--- src/rtl/t07_fpu_div_ctrl_if.sv ---
// Request, divider and response signals of the shared-divider sequencer.
// master: requesters, divider and response consumer; slave: the controller.
// Interface only; no logic and no latency of its own.
interface t07_fpu_div_ctrl_if #(
   parameter int NUM_REQ = 2,
   parameter int WIDTH   = 32
);
   localparam int ID_W = $clog2(NUM_REQ);

   logic [NUM_REQ-1:0]       req_valid;
   logic [NUM_REQ-1:0]       req_ready;
   logic [NUM_REQ*WIDTH-1:0] req_a;
   logic [NUM_REQ*WIDTH-1:0] req_b;
   logic [NUM_REQ-1:0]       req_signA;
   logic [NUM_REQ-1:0]       req_signB;

   logic                     div_start;
   logic [WIDTH-1:0]         div_a;
   logic [WIDTH-1:0]         div_b;
   logic                     div_done;
   logic [WIDTH-1:0]         div_quot;
   logic [WIDTH-1:0]         div_rem;

   logic                     rsp_valid;
   logic                     rsp_ready;
   logic [ID_W-1:0]          rsp_id;
   logic [WIDTH-1:0]         rsp_quot;
   logic [WIDTH-1:0]         rsp_rem;
   logic                     rsp_sign;
   logic                     rsp_dz;
   logic                     rsp_err;
   logic                     busy;

   modport master (
      output req_valid, req_a, req_b, req_signA, req_signB,
      output div_done, div_quot, div_rem, rsp_ready,
      input  req_ready, div_start, div_a, div_b,
      input  rsp_valid, rsp_id, rsp_quot, rsp_rem, rsp_sign, rsp_dz, rsp_err, busy
   );

   modport slave (
      input  req_valid, req_a, req_b, req_signA, req_signB,
      input  div_done, div_quot, div_rem, rsp_ready,
      output req_ready, div_start, div_a, div_b,
      output rsp_valid, rsp_id, rsp_quot, rsp_rem, rsp_sign, rsp_dz, rsp_err, busy
   );
endinterface

--- src/rtl/t07_fpu_div_ctrl.sv ---
// Round-robin sequencer sharing one iterative divider between NUM_REQ requesters.
// Latency: accept at 0, div_start at 1, response the cycle after div_done; divide-by-zero responds at 1.
// Backpressure: one request in flight; req_ready only in IDLE, response held until rsp_ready.
// Optional watchdog on the divider wait: define T07_DIV_TIMEOUT_EN.
module t07_fpu_div_ctrl #(
   parameter int NUM_REQ        = 2,
   parameter int WIDTH          = 32,
   parameter int TIMEOUT_CYCLES = 64
) (
   input  logic               clk,
   input  logic               nrst,
   t07_fpu_div_ctrl_if.slave  bus
);
   localparam int ID_W = $clog2(NUM_REQ);
   localparam int SUM_W = ID_W + 1;

   if (NUM_REQ < 2 || NUM_REQ > 4 || TIMEOUT_CYCLES < 1) begin : g_bad_param
      $error("t07_fpu_div_ctrl: unsupported NUM_REQ or TIMEOUT_CYCLES");
   end

   typedef enum logic [1:0] {ST_IDLE, ST_LAUNCH, ST_WAIT, ST_RESP} state_t;

   state_t            state;
   logic [ID_W-1:0]   ptr;
   logic [WIDTH-1:0]  a_q, b_q, quot_q, rem_q;
   logic [ID_W-1:0]   id_q;
   logic              sign_q, dz_q, valid_q, start_q, busy_q;

   logic [2*NUM_REQ-1:0] dbl;
   logic [NUM_REQ-1:0]   rot;
   logic [SUM_W-1:0]     sum;
   logic                 gnt_vld;
   logic [ID_W-1:0]      gnt_id;
   logic [ID_W-1:0]      ptr_nxt;
   logic [WIDTH-1:0]     sel_a, sel_b;
   logic                 sel_sa, sel_sb;

   // Rotate the valids so bit 0 is the pointer; lowest set offset wins.
   always_comb begin
      dbl     = {bus.req_valid, bus.req_valid} >> ptr;
      rot     = dbl[NUM_REQ-1:0];
      gnt_vld = 1'b0;
      gnt_id  = '0;
      sum     = '0;
      for (int i = NUM_REQ - 1; i >= 0; i--) begin
         if (rot[i]) begin
            sum = {1'b0, ptr} + SUM_W'(i);
            if (sum >= SUM_W'(NUM_REQ)) sum = sum - SUM_W'(NUM_REQ);
            gnt_vld = 1'b1;
            gnt_id  = sum[ID_W-1:0];
         end
      end
   end

   // Operand mux for the granted requester and the next pointer value.
   always_comb begin
      sel_a  = '0;
      sel_b  = '0;
      sel_sa = 1'b0;
      sel_sb = 1'b0;
      for (int i = 0; i < NUM_REQ; i++) begin
         if (gnt_id == ID_W'(i)) begin
            sel_a  = bus.req_a[i*WIDTH +: WIDTH];
            sel_b  = bus.req_b[i*WIDTH +: WIDTH];
            sel_sa = bus.req_signA[i];
            sel_sb = bus.req_signB[i];
         end
      end
      ptr_nxt = (gnt_id == ID_W'(NUM_REQ - 1)) ? '0 : gnt_id + 1'b1;
   end

   // Handshake completes combinationally in IDLE; held low while in reset.
   assign bus.req_ready = (nrst && state == ST_IDLE && gnt_vld) ? (NUM_REQ'(1) << gnt_id) : '0;

   assign bus.div_start = start_q;
   assign bus.div_a     = a_q;
   assign bus.div_b     = b_q;
   assign bus.rsp_valid = valid_q;
   assign bus.rsp_id    = id_q;
   assign bus.rsp_quot  = quot_q;
   assign bus.rsp_rem   = rem_q;
   assign bus.rsp_sign  = sign_q;
   assign bus.rsp_dz    = dz_q;
   assign bus.busy      = busy_q;

`ifdef T07_DIV_TIMEOUT_EN
   localparam int CNT_W = $clog2(TIMEOUT_CYCLES + 1);
   logic [CNT_W-1:0] cnt;
   logic             err_q;
   assign bus.rsp_err = err_q;
`else
   assign bus.rsp_err = 1'b0;
`endif

   // Sequencer: accept, launch, wait for the divider, hold the response.
   always_ff @(posedge clk or negedge nrst) begin
      if (!nrst) begin
         state   <= ST_IDLE;
         ptr     <= '0;
         a_q     <= '0;
         b_q     <= '0;
         quot_q  <= '0;
         rem_q   <= '0;
         id_q    <= '0;
         sign_q  <= 1'b0;
         dz_q    <= 1'b0;
         valid_q <= 1'b0;
         start_q <= 1'b0;
         busy_q  <= 1'b0;
`ifdef T07_DIV_TIMEOUT_EN
         cnt     <= '0;
         err_q   <= 1'b0;
`endif
      end else begin
         case (state)
            ST_IDLE: begin
               if (gnt_vld) begin
                  a_q    <= sel_a;
                  b_q    <= sel_b;
                  id_q   <= gnt_id;
                  sign_q <= sel_sa ^ sel_sb;
                  ptr    <= ptr_nxt;
                  busy_q <= 1'b1;
`ifdef T07_DIV_TIMEOUT_EN
                  err_q  <= 1'b0;
`endif
                  if (sel_b == '0) begin
                     // Divide-by-zero never touches the divider.
                     dz_q    <= 1'b1;
                     quot_q  <= '1;
                     rem_q   <= sel_a;
                     valid_q <= 1'b1;
                     state   <= ST_RESP;
                  end else begin
                     dz_q    <= 1'b0;
                     start_q <= 1'b1;
                     state   <= ST_LAUNCH;
                  end
               end
            end
            ST_LAUNCH: begin
               start_q <= 1'b0;
`ifdef T07_DIV_TIMEOUT_EN
               cnt     <= '0;
`endif
               state   <= ST_WAIT;
            end
            ST_WAIT: begin
               if (bus.div_done) begin
                  quot_q  <= bus.div_quot;
                  rem_q   <= bus.div_rem;
                  valid_q <= 1'b1;
                  state   <= ST_RESP;
`ifdef T07_DIV_TIMEOUT_EN
               end else if (cnt == CNT_W'(TIMEOUT_CYCLES - 1)) begin
                  quot_q  <= '0;
                  rem_q   <= '0;
                  err_q   <= 1'b1;
                  valid_q <= 1'b1;
                  state   <= ST_RESP;
               end else begin
                  cnt <= cnt + 1'b1;
`endif
               end
            end
            ST_RESP: begin
               if (bus.rsp_ready) begin
                  valid_q <= 1'b0;
                  busy_q  <= 1'b0;
                  state   <= ST_IDLE;
               end
            end
            default: state <= ST_IDLE;
         endcase
      end
   end
endmodule
--- src/flat_wrapper.sv ---
// flat-port wrapper written by rule: the top's interface ports become plain ports
module t07_fpu_div_ctrl_flat 
#(
   parameter int NUM_REQ        = 2,
   parameter int WIDTH          = 32,
   parameter int TIMEOUT_CYCLES = 64
)
  (clk, nrst, bus_req_valid, bus_req_a, bus_req_b, bus_req_signA, bus_req_signB, bus_div_done, bus_div_quot, bus_div_rem, bus_rsp_ready, bus_req_ready, bus_div_start, bus_div_a, bus_div_b, bus_rsp_valid, bus_rsp_id, bus_rsp_quot, bus_rsp_rem, bus_rsp_sign, bus_rsp_dz, bus_rsp_err, bus_busy);
  t07_fpu_div_ctrl_if #(.NUM_REQ(NUM_REQ), .WIDTH(WIDTH)) bus_i ();
  input  logic clk;
  input  logic nrst;
  input wire logic [$bits(bus_i.req_valid)-1:0] bus_req_valid;
  input wire logic [$bits(bus_i.req_a)-1:0] bus_req_a;
  input wire logic [$bits(bus_i.req_b)-1:0] bus_req_b;
  input wire logic [$bits(bus_i.req_signA)-1:0] bus_req_signA;
  input wire logic [$bits(bus_i.req_signB)-1:0] bus_req_signB;
  input wire logic [$bits(bus_i.div_done)-1:0] bus_div_done;
  input wire logic [$bits(bus_i.div_quot)-1:0] bus_div_quot;
  input wire logic [$bits(bus_i.div_rem)-1:0] bus_div_rem;
  input wire logic [$bits(bus_i.rsp_ready)-1:0] bus_rsp_ready;
  output wire logic [$bits(bus_i.req_ready)-1:0] bus_req_ready;
  output wire logic [$bits(bus_i.div_start)-1:0] bus_div_start;
  output wire logic [$bits(bus_i.div_a)-1:0] bus_div_a;
  output wire logic [$bits(bus_i.div_b)-1:0] bus_div_b;
  output wire logic [$bits(bus_i.rsp_valid)-1:0] bus_rsp_valid;
  output wire logic [$bits(bus_i.rsp_id)-1:0] bus_rsp_id;
  output wire logic [$bits(bus_i.rsp_quot)-1:0] bus_rsp_quot;
  output wire logic [$bits(bus_i.rsp_rem)-1:0] bus_rsp_rem;
  output wire logic [$bits(bus_i.rsp_sign)-1:0] bus_rsp_sign;
  output wire logic [$bits(bus_i.rsp_dz)-1:0] bus_rsp_dz;
  output wire logic [$bits(bus_i.rsp_err)-1:0] bus_rsp_err;
  output wire logic [$bits(bus_i.busy)-1:0] bus_busy;
  assign bus_i.req_valid = bus_req_valid;
  assign bus_i.req_a = bus_req_a;
  assign bus_i.req_b = bus_req_b;
  assign bus_i.req_signA = bus_req_signA;
  assign bus_i.req_signB = bus_req_signB;
  assign bus_i.div_done = bus_div_done;
  assign bus_i.div_quot = bus_div_quot;
  assign bus_i.div_rem = bus_div_rem;
  assign bus_i.rsp_ready = bus_rsp_ready;
  assign bus_req_ready = bus_i.req_ready;
  assign bus_div_start = bus_i.div_start;
  assign bus_div_a = bus_i.div_a;
  assign bus_div_b = bus_i.div_b;
  assign bus_rsp_valid = bus_i.rsp_valid;
  assign bus_rsp_id = bus_i.rsp_id;
  assign bus_rsp_quot = bus_i.rsp_quot;
  assign bus_rsp_rem = bus_i.rsp_rem;
  assign bus_rsp_sign = bus_i.rsp_sign;
  assign bus_rsp_dz = bus_i.rsp_dz;
  assign bus_rsp_err = bus_i.rsp_err;
  assign bus_busy = bus_i.busy;
  t07_fpu_div_ctrl #(.NUM_REQ(NUM_REQ), .WIDTH(WIDTH), .TIMEOUT_CYCLES(TIMEOUT_CYCLES)) u_core (.clk(clk), .nrst(nrst), .bus(bus_i));
endmodule
--- config.mk ---
export PLATFORM = sky130hd
export DESIGN_NAME = t07_fpu_div_ctrl_flat
export DESIGN_NICKNAME = d
export VERILOG_FILES = /design/src/rtl/t07_fpu_div_ctrl_if.sv /design/src/rtl/t07_fpu_div_ctrl.sv /design/src/flat_wrapper.sv
export SDC_FILE = /design/constraint.sdc
export NUM_CORES = 1
export LEC_CHECK = 0
export ABC_AREA = 1
export CELL_PAD_IN_SITES_DETAIL_PLACEMENT = 0
export CELL_PAD_IN_SITES_GLOBAL_PLACEMENT = 2
export CORE_MARGIN = 2
export CORE_UTILIZATION = 24
export CTS_CLUSTER_SIZE = 10
export DETAILED_ROUTE_END_ITERATION = 8
export PLACE_DENSITY = 0.85
export SLEW_MARGIN = 10
export SYNTH_ARGS = -nofsm -noshare
export SYNTH_HDL_FRONTEND = slang
export SYNTH_SLANG_ARGS = --single-unit
--- constraint.sdc ---
create_clock -name clk -period 6.4 [get_ports clk]
set_input_delay 1.28 -clock clk [delete_from_list [all_inputs] [get_ports clk]]
set_output_delay 1.28 -clock clk [all_outputs]
set_load 0.05 [all_outputs]
Word level (Yosys, flattened, before mapping)
Index checks and enable logic that the tools add are counted.
{"block": "word_totals", "register_bits": 137, "latch_bits": 0, "ram_bits": 0, "romBits": 0, "inputBits": 202, "mem_count": 0}
{"block": "classes", "addsub": 4, "mul": 0, "div": 0, "order_cmp": 2, "n_eq_ne": 8, "n_shift": 2, "mux": 36, "bitwise": 1, "n_reduce_logical": 14}
{"op": "32-bit two-way mux", "n": 8}
{"op": "32-bit case mux with 2 select lines", "n": 2}
{"op": "32-bit zero test", "n": 1}
{"op": "1-bit two-way mux", "n": 17}
{"op": "2-bit two-way mux", "n": 5}
{"op": "3-bit AND reduction", "n": 3}
{"op": "2-bit inequality test (second input constant)", "n": 4}
{"op": "2-bit case mux with 4 select lines", "n": 1}
{"op": "2-bit nonzero test", "n": 3}
{"op": "5-bit AND reduction", "n": 1}
{"op": "2-bit equality test (second input constant)", "n": 2}
{"op": "1-bit case mux with 2 select lines", "n": 2}
{"op": "4-bit AND reduction", "n": 1}
{"op": "4-bit by 1-bit right shift with 2-bit output", "n": 1}
{"op": "1-bit case mux with 3 select lines", "n": 1}
{"op": "3-bit nonzero test", "n": 1}
{"op": "1-bit by 1-bit adder with 2-bit output (second input constant)", "n": 1}
{"op": "2-bit by 1-bit equality test with 1-bit output (second input constant)", "n": 1}
{"op": "1-bit by 2-bit >= comparator with 1-bit output (second input constant)", "n": 1}
{"op": "2-bit >= comparator (second input constant)", "n": 1}
{"op": "1-bit logical AND", "n": 2}
{"op": "2-bit zero test", "n": 1}
{"op": "2-bit by 1-bit inequality test with 1-bit output (second input constant)", "n": 1}
{"op": "2-bit AND reduction", "n": 1}
{"op": "other kinds (4)", "n": 5}

Logic depth before layout (Yosys ltp)
Gate-level depths: netlist of run 1.
{"block": "logic_depth", "depth_word": 10, "ltp_mapped": 16, "ltp_nobuf": 14}

Least setup slack after synthesis of run 1
Ideal clock, no wire load.
{"block": "synth_path", "path_kind": "input to output", "startpoint": "in bus_req_valid[1]", "endpoint": "out bus_req_ready[1]", "arrival_time_ps": 3318, "slack_ps": 1802, "cell_stages": 7, "path_buffers": 3, "path_cell_list": "buf_4 > nor2_1 > nor2_1 > inv_1 > clkbuf_1 > clkbuf_1 > nor3_1"}
{"block": "synth_via", "elab_chain_cells": 5, "elab_cells_between_ends": 8}
{"item": "start, declared", "line_no": "flat_wrapper.sv:12", "text": "input wire logic [$bits(bus_i.req_valid)-1:0] bus_req_valid;"}
{"item": "4-bit by 1-bit right shift with 2-bit output (*)", "line_no": "t07_fpu_div_ctrl.sv:40", "text": "dbl = {bus.req_valid, bus.req_valid} >> ptr;"}
{"item": "1-bit two-way mux (2 in series)", "line_no": "t07_fpu_div_ctrl.sv:46", "text": "if (rot[i]) begin"}
{"item": "1-bit by 1-bit << shifter with 2-bit output or 1-bit logical AND (tied branches)", "line_no": "t07_fpu_div_ctrl.sv:73", "text": "assign bus.req_ready = (nrst && state == ST_IDLE && gnt_vld) ? (NUM_REQ'(1) << gnt_id) : '0;"}
{"item": "2-bit two-way mux (*)", "line_no": "t07_fpu_div_ctrl.sv:73"}
{"item": "end, declared", "line_no": "flat_wrapper.sv:21", "text": "output wire logic [$bits(bus_i.req_ready)-1:0] bus_req_ready;"}
Mark *: on every way between the ends. The rest lies on a longest branch, timed or not.

Final worst setup path of run 1
{"block": "layout_path", "startpoint": "in bus_req_valid[0]", "endpoint": "out bus_req_ready[0]"}
Same word-level chain as after synthesis.

==> results of run 1 <==
-- where the power goes --
group	internal, mW	switching (mW)	leakage (nW)	total [mW]
registers	1.32	0.229	1.66	1.55
logic	1.28	2.85	3.16	4.13
clock network	0.574	0.411	0.268	0.985
total	3.17	3.49	5.09	6.66
-- placed cells by master (no fill, tap or decap), drive strengths merged --
cell type,synthesis,routed
nand2,320,320
bufinv,0,2
mux2i,32,32
nand4,64,64
clkinvlp,0,5
or2,33,33
o21ai,111,111
conb,1,1
nand3,5,5
clkdlybuf4s50,0,336
clkbuf,35,17
dfrtp,137,137
a21boi,1,1
nor2,19,19
nand3b,22,22
diode,0,2
o21a,1,1
clkinv,0,3
xnor2,2,2
buf,29,9
a21oi,1,1
ha,4,4
nor3,1,1
a22o,1,1
inv,46,50
-- kinds of logic (layout without fill, tap and decap cells) --
family | after synthesis | count (layout)
simple gates | 464 | 464
flops | 137 | 137
compound gates | 115 | 115
buf+inv | 110 | 422
mux | 32 | 32
fa+ha+maj | 4 | 4
xor+xnor | 2 | 2
other cells | 1 | 3
-- registers in the layout, indices dropped and copies added, names as in the netlist --
register	count
u_core.bus.div_a	32
u_core.bus.div_b	32
u_core.bus.rsp_quot	32
u_core.bus.rsp_rem	32
u_core.state	2
u_core.bus.busy	1
u_core.bus.div_start	1
u_core.bus.rsp_dz	1
u_core.bus.rsp_id	1
u_core.bus.rsp_sign	1
u_core.bus.rsp_valid	1
u_core.ptr	1
-- worst register-to-register path: stages, from the launching register on --
cell	delay, ps
dfrtp_1	370
inv_1	80
ha_2	190
inv_1	640
o21ai_0	250
inv_2	80
buf_4	640
nand3_4	780
nand2_1	340
nand2_1	60
-- routing by layer --
layer	global-route usage, %	routed length (um)	vias to the layer above
met2	27.7	12500	221
li1	-	-	3431
met1	21.8	11400	3223
met4	4.37	361	0
met3	5.09	1800	15
met5	0	0	-
-- area by class of cell --
cell class	count	share of cell area, %
clock inverter	14	1.32
inverter	46	1.56
tap	384	4.29
multi-input combinational	618	27.7
clock buffer	17	3.80
sequential	137	30.6
antenna	2	0.0447
timing repair buffer	345	30.7
-- per-stage QoR --
| stage | area (um^2) | hold WS (ps) |
|---|---|---|
| 2_1_floorplan | 7080 | 536 |
| 3_3_place_gp | 10600 | 453 |
| 3_5_place_dp | 10600 | 457 |
| 4_1_cts | 11200 | 473 |
| 5_1_grt | 11200 | 483 |
| 6_report | 11200 | 468 |
-- worst min-delay path by stage --
| stage | startpoint | endpoint | slack [ps] | depth (start not counted) |
|---|---|---|---|---|
| after floorplan | u_core.ptr | u_core.ptr | 540 | 2 |
| after global placement | u_core.bus.rsp_quot[30] | u_core.bus.rsp_quot[30] | 450 | 2 |
| after detailed placement | u_core.bus.rsp_quot[30] | u_core.bus.rsp_quot[30] | 460 | 2 |
| after CTS | u_core.bus.rsp_rem[17] | u_core.bus.rsp_rem[17] | 470 | 2 |
| after global routing | u_core.bus.rsp_quot[20] | u_core.bus.rsp_quot[20] | 480 | 2 |
| final | u_core.bus.rsp_rem[31] | u_core.bus.rsp_rem[31] | 470 | 2 |
==> metrics.cfg, run 1 <==
[run_status]
status = completed

[worst_setup_path]
crit_required_ps = 5120
start_kind = input port
cp.depth = 8
crit_family = buffers and inverters
crit_fanout = 45
worst-r2r-setup-slack_ps = 2850
r2r_start = u_core.state[0]
cp_slowest_cell = clkdlybuf4s50_1
r2r_cells = 9
slowest_delay_ps = 810
r2r-end = u_core.bus.rsp_rem[2]
crit_path_end_kind = primary output
arrival_ps = 3760
crit_end = bus_req_ready[0]
critPathBufInv = 4
critical_path_class = input port to primary output
path_common_cell = nor2_1
cp_cell_sequence = clkdlybuf4s50_1, nor2_1, nor2_1, inv_4, nor2_1, inv_1, nor2_1, clkdlybuf4s50_1
startpoint = bus_req_valid[0]

[clocking]
cts-resized-gates = 0
clock_sinks = 137
cts_made_buffers = 17
cts_setup_buffers = 0
clk_pin_slew_ps = 60
htree_levels = 4
clockBufferDepth = 2
postCtsHoldBufs = 0
cts_tree = built
cts_root_buf = clkbuf_16
clock_latency_ps = 420

[hold_path]
worstHoldPathType = register to register

[timing]
drv_slew = 0
worst_pin_slew_ps = 972
max-slew-margin-rel_pct = 35.2
fin_crit_ps = 5040
finalCritPeriodShare_pct = 78.8
rsz0062_at_grt = false
fmax_mhz = 198
fin_worst_skew_ps = 11.9
setup_viol_count_final = 0
fin_ws_ps = 1360
fin_tns_setup_ps = 0
hold_violations = 0

[global_routing]
grt_pass1_wl_um = 40400
grt_max_degree = 90
globalRoute.totalOverflow = 0
grt_pass1_vias = 6811
antenna_found_initial = 2
gr-usage-all-layers_pct = 16.9

[detailed_routing]
wl_per_cell_um = 16.6
ant_nets = 0
drc = 0
drt-initial-drc-count = 328
drt_pass1_iterations = 5
vias_per_cell = 4.41
vias = 6890
totalWireLength_um = 26000

[die]
coreArea_mm2 = 0.0289
row_count = 62
die_h_um = 176
die-area_mm2 = 0.0309
start_util_pct = 24.5
ioPinCount = 339
die_x_um = 176

[yosys]
synth_edf_count = 0
syn-num-nets = 1071
postSynthCellCount = 865
synth_area_leaders = dfrtp_1 (48%), nand2_1 (17%), o21ai_0 (7.3%)
ys.flop_type = dfrtp_1
synth_compound_area_share_pct = 8.25
ys_top_cells_by_count = nand2_1 (316), dfrtp_1 (137), o21ai_0 (104)
synthArstFlopShare_pct = 100
synth_cell_types = 31
yosysWarnings = 0
synth_top_family_by_area = simple AND/OR/NAND/NOR gates
yosysSeqAreaShare_pct = 48.4
synth_xor_area_share_pct = 0.247
synth.cell_area_mm2 = 0.00708
synthSimpleGateAreaFrac_pct = 30.0
synthAdderAreaFrac_pct = 0.706
yosys.area.top_type = dfrtp_1
synth_most_common_cell = nand2_1
synth_area_per_cell_um2 = 8.19
synth_top_area_share_pct = 48.4
synthMuxAreaShare_pct = 4.52
synth-seq-cells = 137

[final_layout]
multi_input_comb_area_mm2 = 0.00311
drive_above_1_share_pct = 7.22
n_fill_cell = 2998
final_cells = 1563
area_delta_synth_final_pct = 58.1
finalNetCount = 1371
finish.utilization_pct = 38.8
register_area_mm2 = 0.00343

[place]
dp_hpwl_um = 18100
post-place-ws_ps = 1360
place_inst = 1530
gp_congestion = 0.772
numPortBuffers = 337

[power_and_ir_drop]
p_total_mw = 6.66
power-per-cell-area_mw_per_mm2 = 595
p_leak_nw = 5.09
peakVddDrop_v = 0.000260

[run]
cap_viol_max_count = 0

No activity file was read; power rests on OpenSTA's default activity.
==> run 2, diff against run 1 <==
Settings changed: CORE_UTILIZATION 24 to 22, PLACE_DENSITY 0.85 to 0.79.
Clock period 6.4 ns to 4.9 ns, I/O delays scaled along.
==> metrics.cfg, run 2 (synthesis gave the netlist of run 1 again) <==
[final_layout]
multi_input_comb_area_mm2 = 0.00311  ; unchanged
drive_above_1_share_pct = 7.47  ; was 7.22%
final_cells = 1582  ; was 1563
layout_commonest_cell = clkdlybuf4s50_1  ; unchanged
finish.utilization_pct = 35.5  ; was 38.8%
layout_common_cells = clkdlybuf4s50_1 (334), nand2_1 (315), dfrtp_1 (137), o21ai_0 (104), nand4_1 (64)  ; was clkdlybuf4s50_1 (336), nand2_1 (315), dfrtp_1 (137), o21ai_0 (104), nand4_1 (64)
register_area_mm2 = 0.00343  ; unchanged
finalNetCount = 1372  ; was 1371
design_area_mm2 = 0.0112  ; about the same
area_delta_synth_final_pct = 58.7  ; was 58.1%
n_fill_cell = 3277  ; was 2998

[power_and_ir_drop]
p_leak_nw = 5.09  ; about the same
switching_power_mw = 4.59  ; was 3.49 mW
pwr-share-seq_pct = 23.4  ; was 23.2%
clkPwrFrac_pct = 14.7  ; was 14.8%
p_comb_share_pct = 61.9  ; was 62.0%
power-per-cell-area_mw_per_mm2 = 774  ; was 595 mW/mm^2
intPower_mw = 4.11  ; was 3.17 mW
netSwitchingFraction_pct = 52.7  ; was 52.4%
peakVddDrop_v = 0.000298  ; was 0.000260 V
p_total_mw = 8.71  ; was 6.66 mW

[run]
cap_viol_max_count = 0  ; unchanged

[timing]
fmax_mhz = 249
hold_violations = 0  ; unchanged
fin_tns_setup_ps = 0  ; unchanged
rsz0062_at_grt = false  ; unchanged
fin_crit_ps = 4010
fin_worst_skew_ps = 19.3  ; was 11.9 ps
worst_pin_slew_ps = 1100  ; was 972 ps
finalCritPeriodShare_pct = 81.9
drv_slew = 0  ; unchanged
max-slew-margin-rel_pct = 26.6  ; was 35.2%
holdWs_ps = 467  ; was 468 ps
fin_ws_ps = 888  ; was 1360 ps
setup_viol_count_final = 0  ; unchanged

[clocking]
cts_setup_buffers = 0  ; unchanged
clock_latency_ps = 430  ; was 420 ps
postCtsHoldBufs = 0  ; unchanged
htree_levels = 4  ; unchanged
clock_sinks = 137  ; unchanged
cts-resized-gates = 0  ; unchanged
cts_tree = built  ; unchanged
cts_made_buffers = 17  ; unchanged
clk_pin_slew_ps = 60  ; about the same
cts_root_buf = clkbuf_16  ; unchanged
clockBufferDepth = 2  ; unchanged

[die]
ioPinCount = 339  ; unchanged
row_count = 65  ; was 62
die-area_mm2 = 0.0337  ; was 0.0309 mm^2
die_x_um = 183  ; was 176 um
die_h_um = 183  ; was 176 um
coreArea_mm2 = 0.0316  ; was 0.0289 mm^2
start_util_pct = 22.4  ; was 24.5%

[global_routing]
globalRoute.totalOverflow = 0  ; unchanged
antenna_found_initial = 3  ; was 2
grt_pass1_wl_um = 40800  ; was 40400 um
grt_max_degree = 121  ; was 90
grt_pass1_vias = 6938  ; was 6811
gr-usage-all-layers_pct = 15.7  ; was 16.9%

[worst_setup_path]
start_kind = input port  ; unchanged
critPathBufInv = 4  ; unchanged
arrival_ps = 3030  ; was 3760 ps
slowest_delay_ps = 720  ; was 810 ps
crit_family = buffers and inverters  ; unchanged
crit_fanout = 14  ; was 45
critical_path_class = input port to primary output  ; unchanged
path_common_cell = nor2_1  ; unchanged
crit_path_end_kind = primary output  ; unchanged
cp_slowest_cell = clkdlybuf4s50_1  ; unchanged
crit_required_ps = 3920  ; was 5120 ps
cp_cell_sequence = clkdlybuf4s50_1, nor2_1, nor2_1, inv_4, nor2_1, inv_1, nor2_1, buf_12  ; was clkdlybuf4s50_1, nor2_1, nor2_1, inv_4, nor2_1, inv_1, nor2_1, clkdlybuf4s50_1

[place]
place_inst = 1549  ; was 1530
gp_congestion = 0.739  ; was 0.772
placed_area_mm2 = 0.0107  ; was 0.0106 mm^2
numPortBuffers = 337  ; unchanged
dp_hpwl_um = 18900  ; was 18100 um
post-place-ws_ps = 771  ; was 1360 ps

[detailed_routing]
totalWireLength_um = 26300  ; was 26000 um
ant_nets = 0  ; unchanged
drc = 0  ; unchanged
vias_per_cell = 4.34  ; was 4.41
vias = 6871  ; was 6890
drt_pass1_iterations = 4  ; was 5
wl_per_cell_um = 16.6  ; about the same
drt-initial-drc-count = 364  ; was 328

[hold_path]
worstHoldPathType = register to register  ; unchanged

[run_status]
status = completed  ; unchanged

==> run 2: per-layer routing <==
layer	up-vias	wire (um)	share of wire, %	GRT usage [%]
li1	3424	-	-	-
met1	3210	11900	45	20.8
met2	215	12300	47	25.3
met3	18	1790	6.8	4.42
met4	4	286	1.1	3.78
met5	-	26	0.099	0
==> run 2: path summary, 6_finish.rpt <==
check	from	end	slack [ps]	cells after the start
worst max-delay path	bus_req_valid[1]	bus_req_ready[0]	890	8
worst min-delay path	u_core.bus.rsp_rem[29]	u_core.bus.rsp_rem[29]	470	2
worst max register to register	u_core.ptr	u_core.bus.rsp_rem[10]	1950	15
worst min register to register	u_core.bus.rsp_rem[29]	u_core.bus.rsp_rem[29]	470	2
max in group asynchronous	nrst	u_core.bus.rsp_valid	2880	2
min in group asynchronous	nrst	u_core.bus.div_b[10]	530	1
==> run 2: power by group through the flow <==
stage	registers [mW]	clock network, mW	logic (mW)
after CTS	2.04	1.33	5.49
after detailed placement	2.05	0	5.49
after floorplan	3.92	0	1.79
after global placement	2.04	0	5.45
after global routing	2.11	1.37	5.85
final	2.04	1.28	5.39
==> run 2: cell type report <==
cell class                 count  area share (%)
antenna                        2          0.0445
clock buffer                  17            3.78
clock inverter                14            1.25
inverter                      46            1.56
multi-input combinational    618            27.6
sequential                   137            30.5
tap                          402            4.47
timing repair buffer         346            30.8
==> run 2: worst reg2reg max path, delay by kind of cell, from the launching register on <==
kind / cells / cell delay, ps
AND/OR/NAND/NOR: 13 / 2070
buffers and inverters: 2 / 420
flip-flops: 1 / 370
==> run 3, diff against run 2 <==
Clock period 4.9 ns to 3.74 ns, I/O delays scaled along.
==> metrics.cfg, run 3 (synthesis gave the netlist of run 1 again) <==
[run_status]
status = completed  ; unchanged

[worst_setup_path]
r2r_cells = 11  ; was 15
crit_required_ps = 2990  ; was 3920 ps
start_kind = input port  ; unchanged
worst-r2r-setup-slack_ps = 1180  ; was 1950 ps
slowest_delay_ps = 610  ; was 720 ps
cp_slowest_cell = clkdlybuf4s50_1  ; unchanged
crit_fanout = 7  ; was 14
r2r-end = u_core.bus.rsp_valid  ; was u_core.bus.rsp_rem[10]
crit_path_end_kind = primary output  ; unchanged
startpoint = bus_req_valid[1]  ; unchanged
critical_path_class = input port to primary output  ; unchanged
r2r_start = u_core.state[0]  ; was u_core.ptr
arrival_ps = 2460  ; was 3030 ps
cp_cell_sequence = clkdlybuf4s50_1, buf_4, nor2_1, nor2_1, inv_4, nor2_1, inv_1, nor2_1, buf_12  ; was clkdlybuf4s50_1, nor2_1, nor2_1, inv_4, nor2_1, inv_1, nor2_1, buf_12
crit_end = bus_req_ready[0]  ; unchanged
path_common_cell = nor2_1  ; unchanged

[global_routing]
gr-usage-all-layers_pct = 15.8  ; was 15.7%
grt_pass1_vias = 6965  ; was 6938
grt_pass1_wl_um = 41000  ; was 40800 um
grt_max_degree = 130  ; was 121
antenna_found_initial = 3  ; unchanged
globalRoute.totalOverflow = 0  ; unchanged

[die]
die_x_um = 183  ; unchanged
row_count = 65  ; unchanged
coreArea_mm2 = 0.0316  ; unchanged
die-area_mm2 = 0.0337  ; unchanged
start_util_pct = 22.4  ; unchanged
die_h_um = 183  ; unchanged
ioPinCount = 339  ; unchanged

[clocking]
htree_levels = 4  ; unchanged
cts_made_buffers = 17  ; unchanged
clk_pin_slew_ps = 60  ; about the same
cts-resized-gates = 0  ; unchanged
cts_root_buf = clkbuf_16  ; unchanged
clock_sinks = 137  ; unchanged
clockBufferDepth = 2  ; unchanged
cts_tree = built  ; unchanged
clock_latency_ps = 420  ; was 430 ps
postCtsHoldBufs = 0  ; unchanged
cts_setup_buffers = 0  ; unchanged

[timing]
fin_tns_setup_ps = 0  ; unchanged
drv_slew = 0  ; unchanged
finalCritPeriodShare_pct = 85.8
hold_violations = 0  ; unchanged
fin_worst_skew_ps = 12.1  ; was 19.3 ps
fin_crit_ps = 3210
max-slew-margin-rel_pct = 44.1  ; was 26.6%
setup_viol_count_final = 0  ; unchanged
fmax_mhz = 312
fin_ws_ps = 531  ; was 888 ps
rsz0062_at_grt = false  ; unchanged
worst_pin_slew_ps = 838  ; was 1100 ps

[detailed_routing]
vias_per_cell = 4.33  ; was 4.34
drt-initial-drc-count = 260  ; was 364
drc = 0  ; unchanged
drt_pass1_iterations = 5  ; was 4
totalWireLength_um = 26600  ; was 26300 um
wl_per_cell_um = 16.7  ; was 16.6 um
ant_nets = 0  ; unchanged
vias = 6866  ; was 6871

[place]
numPortBuffers = 337  ; unchanged
post-place-ws_ps = 464  ; was 771 ps
dp_hpwl_um = 18700  ; was 18900 um
gp_congestion = 0.750  ; was 0.739

[power_and_ir_drop]
p_leak_nw = 5.16  ; was 5.09 nW
p_total_mw = 11.6  ; was 8.71 mW
peakVddDrop_v = 0.000642  ; was 0.000298 V
power-per-cell-area_mw_per_mm2 = 1020  ; was 774 mW/mm^2

[final_layout]
n_fill_cell = 3256  ; was 3277
area_delta_synth_final_pct = 60.2  ; was 58.7%
layout_commonest_cell = clkdlybuf4s50_1  ; unchanged
drive_above_1_share_pct = 7.78  ; was 7.47%
finalNetCount = 1377  ; was 1372
layout_common_cells = clkdlybuf4s50_1 (334), nand2_1 (315), dfrtp_1 (137), o21ai_0 (104), nand4_1 (64)  ; unchanged

[hold_path]
worstHoldPathType = input port to asynchronous set/reset pin  ; was register to register

[run]
cap_viol_max_count = 0  ; unchanged

[run 3: stage by stage]
step                      utilization, %  instances  area, um^2  hold slack, ps
final                               35.9       1586       11400             214
after global routing                35.9       1585       11300             222
after CTS                           35.9       1585       11300             211
after detailed placement            34.0       1554       10800             458
after global placement              34.0       1554       10800             453
after floorplan                        -        865        7080             452
[run 3: where the power goes]
| part | leakage (nW) | total (mW) | switching (mW) | internal (mW) |
|---|---|---|---|---|
| clock | 0.292 | 1.77 | 0.718 | 1.06 |
| combinational | 3.21 | 7.15 | 4.89 | 2.26 |
| sequential | 1.66 | 2.67 | 0.408 | 2.26 |
[run 3: final cells by class]
| type | count | area [um^2] | share of cell area, % |
|---|---|---|---|
| Antenna cell | 1 | 2.50 | 0.0220 |
| Clock buffer | 18 | 429 | 3.78 |
| Clock inverter | 13 | 169 | 1.49 |
| Inverter | 46 | 175 | 1.54 |
| Multi-Input combinational cell | 618 | 3110 | 27.4 |
| Sequential cell | 137 | 3430 | 30.2 |
| Tap cell | 402 | 503 | 4.43 |
| Timing Repair Buffer | 351 | 3540 | 31.2 |
[run 3: metal layers]
layer | vias up | global-route usage (%) | wire length (um)
li1 | 3436 | - | -
met1 | 3187 | 20.7 | 12000
met2 | 220 | 25.5 | 12500
met3 | 19 | 4.02 | 1750
met4 | 4 | 4.64 | 352
met5 | - | 0 | 23
[run 3: worst min path at each step]
| stage | start | endpoint | cells after the start | slack [ps] |
|---|---|---|---|---|
| 3_5_place_dp | u_core.bus.rsp_rem[20] | u_core.bus.rsp_rem[20] | 2 | 460 |
| 6_report | nrst | u_core.bus.rsp_quot[12] | 1 | 210 |
| 3_3_place_gp | u_core.bus.rsp_quot[21] | u_core.bus.rsp_quot[21] | 2 | 450 |
| 5_1_grt | nrst | u_core.bus.rsp_quot[12] | 1 | 220 |
| 2_1_floorplan | nrst | u_core.bus.busy | 0 | 450 |
| 4_1_cts | nrst | u_core.bus.rsp_quot[12] | 1 | 210 |
[run 3: critical path, delay by kind of cell]
| kind | cells | cell delay [ps] |
|---|---|---|
| buffers and inverters | 5 | 1130 |
| and+or+nand+nor | 4 | 580 |
